--- src/rtl/baby_serial_word_tx.sv ---
// baby_serial_word_tx: parallel-in, serial-out word transmitter.
// A word is accepted over valid/ready and sent LSB first, one bit per clk.
// An even-parity bit follows the last data bit, then an inter-word gap.
//
// state  | meaning
// IDLE   | waiting for a word, load_ready high
// SHIFT  | data bits on serial_out, bit_cnt = index of the bit shown
// PARITY | parity bit on serial_out, parity_valid high
// GAP    | blackout before the next word, gap_cnt counts down to 0
module baby_serial_word_tx #(
  parameter int WORD_WIDTH = 32,
  parameter int GAP_CYCLES = 2
) (
  input  logic                  clk,
  input  logic                  reset,
  input  logic [WORD_WIDTH-1:0] data_in,
  input  logic                  load_valid,
  output logic                  load_ready,
  output logic                  serial_out,
  output logic                  word_start,
  output logic                  word_end,
  output logic                  parity_valid,
  output logic                  parity_out,
  output logic                  busy
);

  localparam int BW = $clog2(WORD_WIDTH);
  localparam int GW = (GAP_CYCLES > 0) ? $clog2(GAP_CYCLES + 1) : 1;
  localparam logic [BW-1:0] LAST_BIT = BW'(WORD_WIDTH - 1);
  localparam logic [BW-1:0] NEXT_LAST = BW'(WORD_WIDTH - 2);
  localparam logic [GW-1:0] GAP_LOAD = (GAP_CYCLES > 0) ? GW'(GAP_CYCLES - 1) : '0;

  typedef enum logic [1:0] {
    IDLE   = 2'd0,
    SHIFT  = 2'd1,
    PARITY = 2'd2,
    GAP    = 2'd3
  } state_t;

  state_t                state;
  logic [WORD_WIDTH-1:0] shift_reg;
  logic [BW-1:0]         bit_cnt;
  logic [GW-1:0]         gap_cnt;
  logic                  parity_acc;

  // Ready is combinational so a word can be taken in the first cycle reset is low.
  assign load_ready = (state == IDLE) && !reset;

  // Sequencer: state, datapath and all registered outputs.
  always_ff @(posedge clk) begin
    if (reset) begin
      state        <= IDLE;
      shift_reg    <= '0;
      bit_cnt      <= '0;
      gap_cnt      <= '0;
      parity_acc   <= 1'b0;
      serial_out   <= 1'b0;
      word_start   <= 1'b0;
      word_end     <= 1'b0;
      parity_valid <= 1'b0;
      parity_out   <= 1'b0;
      busy         <= 1'b0;
    end else begin
      case (state)
        IDLE: begin
          if (load_valid && load_ready) begin
            // Bit 0 goes straight to the output register; the rest waits in shift_reg.
            state      <= SHIFT;
            shift_reg  <= {1'b0, data_in[WORD_WIDTH-1:1]};
            bit_cnt    <= '0;
            parity_acc <= data_in[0];
            serial_out <= data_in[0];
            word_start <= 1'b1;
            word_end   <= 1'b0;
            busy       <= 1'b1;
          end
        end
        SHIFT: begin
          word_start <= 1'b0;
          if (bit_cnt == LAST_BIT) begin
            state        <= PARITY;
            bit_cnt      <= '0;
            serial_out   <= parity_acc;
            parity_out   <= parity_acc;
            parity_valid <= 1'b1;
            word_end     <= 1'b0;
          end else begin
            bit_cnt    <= bit_cnt + 1'b1;
            serial_out <= shift_reg[0];
            shift_reg  <= {1'b0, shift_reg[WORD_WIDTH-1:1]};
            parity_acc <= parity_acc ^ shift_reg[0];
            word_end   <= (bit_cnt == NEXT_LAST);
          end
        end
        PARITY: begin
          serial_out   <= 1'b0;
          parity_valid <= 1'b0;
          parity_out   <= 1'b0;
          if (GAP_CYCLES > 0) begin
            state   <= GAP;
            gap_cnt <= GAP_LOAD;
          end else begin
            state <= IDLE;
            busy  <= 1'b0;
          end
        end
        GAP: begin
          if (gap_cnt == '0) begin
            state <= IDLE;
            busy  <= 1'b0;
          end else begin
            gap_cnt <= gap_cnt - 1'b1;
          end
        end
        default: state <= IDLE;
      endcase
    end
  end

endmodule
--- config.mk ---
export PLATFORM = sky130hd
export DESIGN_NAME = baby_serial_word_tx
export DESIGN_NICKNAME = d
export VERILOG_FILES = /design/src/rtl/baby_serial_word_tx.sv
export SDC_FILE = /design/constraint.sdc
export NUM_CORES = 1
export LEC_CHECK = 0
export CORE_MARGIN = 4
export CORE_UTILIZATION = 55
export CTS_BUF_LIST = sky130_fd_sc_hd__clkbuf_4 sky130_fd_sc_hd__clkbuf_8 sky130_fd_sc_hd__clkbuf_16
export DETAILED_ROUTE_END_ITERATION = 10
export DONT_BUFFER_PORTS = 1
export PLACE_DENSITY = 0.73
export RECOVER_POWER = 100
export SETUP_SLACK_MARGIN = 0.3
export SYNTH_ARGS = -nofsm -noshare
export SYNTH_HDL_FRONTEND = slang
export SYNTH_SLANG_ARGS = --single-unit
--- constraint.sdc ---
create_clock -name clk -period 4.5 [get_ports clk]
set_clock_uncertainty 0.1 [all_clocks]
set_input_delay 0.45 -clock clk [delete_from_list [all_inputs] [get_ports clk]]
set_output_delay 0.45 -clock clk [all_outputs]
set_load 0.01 [all_outputs]
==> flow_summary.toml <==
[finish]
final_nets = 283
largest_register_ffs = 31
layout_commonest_cell = "nor2_1"
area_growth_syn_to_layout_pct = 4.61
diodes = 0
final-instance-count-excl-fill = 288
final_cell_mix = "nor2_1, dfxtp_1, mux2i_1"
drive_gt1_share_pct = 5.42

[timing]
timing.final.crit_share_pct = 63.8
max_slew_margin_pct = 25.9
setup_viol = 0
slew_violations = 0
rsz0062_at_grt = "false"
worst_pin_slew_ns = 1.11
hold_viol_final = 0
fin_tns_setup_ns = 0
period_needed_ns = 2.87
max_freq_ghz = 0.348

[detailed_routing]
ant_nets = 0
drtIter0Drc = 62
first_pass_iters = 4
drc = 0
wire_per_inst_um = 13.9
wl_um = 4010
viasPerCell = 5.66
vias = 1631

[logic_synthesis]
avgSynthCellArea_um2 = 9.16
ys_seq_area_share_pct = 41.8
ys_seq_elements = 47
yosysUniqueCellTypes = 30
synth_fp_nets = 290
netlist_instances = 246
yosys_warnings = 0
synthesis.area_um2 = 2250

[global_routing]
grt_max_degree = 65
grt_pass1_wl_um = 7130
grt_pass1_vias = 1585
grt_antenna_before_repair = 0
grtUsageTotal_pct = 16.9
overflow = 0

[floorplan]
fp.dieH_um = 72.0
initial_core_util_pct = 59.3
die_w_um = 72.0
core_um2 = 3800
io_pins = 42
die_area_um2 = 5180
fp-row-count = 22

[power]
power.leakage_nw = 0.904
ir_worst_vdd_uv = 333
powerDensity_nw_per_um2 = 648

[clock_network]
htreeDepth = 2
cts_buffers = 5
cts_tree = "yes"
cts_resized = 0
cts_buffer_depth = 2
hold_buffers = 0
clk_pin_slew_ns = 0.08
clock_latency_ns = 0.30
cts-root-buf = "clkbuf_8"
post_cts_buffers = 0
cts.sinks = 47

[placed_design]
hpwl_um = 2730
place_congestion = 0.734
portBuffers = 0
placed_cells = 280

[job]
maxCapViolations = 0

[hold_path]
min_path_type = "input pin to flop"

[setup_path]
cp.arrival_ns = 2.98
startpoint_type = "flop"
criticalPathCategory = "flop to flop"
cp.required_ns = 4.61
path_max_fanout = 64
end_kind = "flop"

[status]
status = "finished clean"
[routing by layer]
metal / share of wire (%) / up-vias / global-route usage [%]
met4: 0.82 / 0 / 4.18
met5: 0 / - / 0
met3: 6.0 / 4 / 6.65
li1: - / 853 / -
met2: 47 / 33 / 27.4
met1: 46 / 741 / 21.1
[power by group]
part | switching, mW | total [mW] | internal, mW
Clock | 0.136 | 0.316 | 0.180
Sequential | 0.0776 | 0.619 | 0.542
Combinational | 0.337 | 0.592 | 0.255
Total | 0.551 | 1.53 | 0.976
[final cells by class]
| cell class | instances | area [µm²] |
|---|---|---|
| Clock inverter | 2 | 35.0 |
| Multi-Input combinational cell | 176 | 1200 |
| Timing Repair Buffer | 2 | 12.5 |
| Tap cell | 48 | 60.1 |
| Sequential cell | 47 | 941 |
| Inverter | 7 | 26.3 |
| Fill cell | 347 | 1440 |
| Clock buffer | 6 | 82.6 |
[Yosys cell counts, drive strengths merged]
cell type  instances  area [µm²]
clkbuf             3        11.3
nor3               2        10.0
a211oi            33         260
and2               1        6.26
mux2i             34         340
nor2              48         180
and3               3        18.8
nor2b              5        31.3
a21bo              1        10.0
ha                 9         113
inv                7        26.3
nand3              2        10.0
nand3b             1        7.51
o21ai              4        20.0
mux2               1        11.3
o22ai              2        12.5
buf               13        75.1
a32oi              1        8.76
nand4              1        6.26
a21oi             11        55.1
nand2              8        30.0
or3                1        6.26
nand2b             6        45.0
a22oi              1        7.51
dfxtp             47         941
a2bb2oi            1        8.76
[worst max-delay path, stage by stage (launching register included)]
cell and delay [ns]:
dfxtp_1 0.39, inv_1 0.10, ha_1 0.20, buf_4 0.31, and2_0 0.27, a211oi_4 0.17, clkbuf_2 0.87, nor2_1 0.10
a211oi_1 0.26
[worst paths after layout]
kind | depth (start not counted) | slack, ns | end | start
worst min-delay path | 1 | 0.11 | shift_reg[16] | reset
worst max-delay path | 8 | 1.63 | shift_reg[4] | state[1]
worst min register to register | 1 | 0.37 | gap_cnt[0] | gap_cnt[0]
worst max register to register | 8 | 1.63 | shift_reg[4] | state[1]
[logic make-up after synthesis]
| logic type | share of synthesized area [%] |
|---|---|
| multiplexers | 15.6 |
| flip-flops | 41.8 |
| AO/OA/AOI/OAI | 17.0 |
| buffers and inverters | 5.00 |
| adder cells (fa/ha/maj) | 5.00 |
| AND/OR/NAND/NOR | 15.6 |
[stage by stage]
step	setup WS, ns	total power, mW	util (%)	cell area [µm²]	hold WS [ns]
final	1.63	1.53	62.0	2360	0.112
after global placement	2.19	1.21	59.1	2240	0.348
after detailed placement	2.08	1.23	59.1	2240	0.362
after CTS	2.04	1.55	62.2	2360	0.103
after floorplan	2.54	1.16	-	2250	0.343
after global routing	1.31	1.66	62.0	2360	0.0900
(Power assumes the default switching activity.)
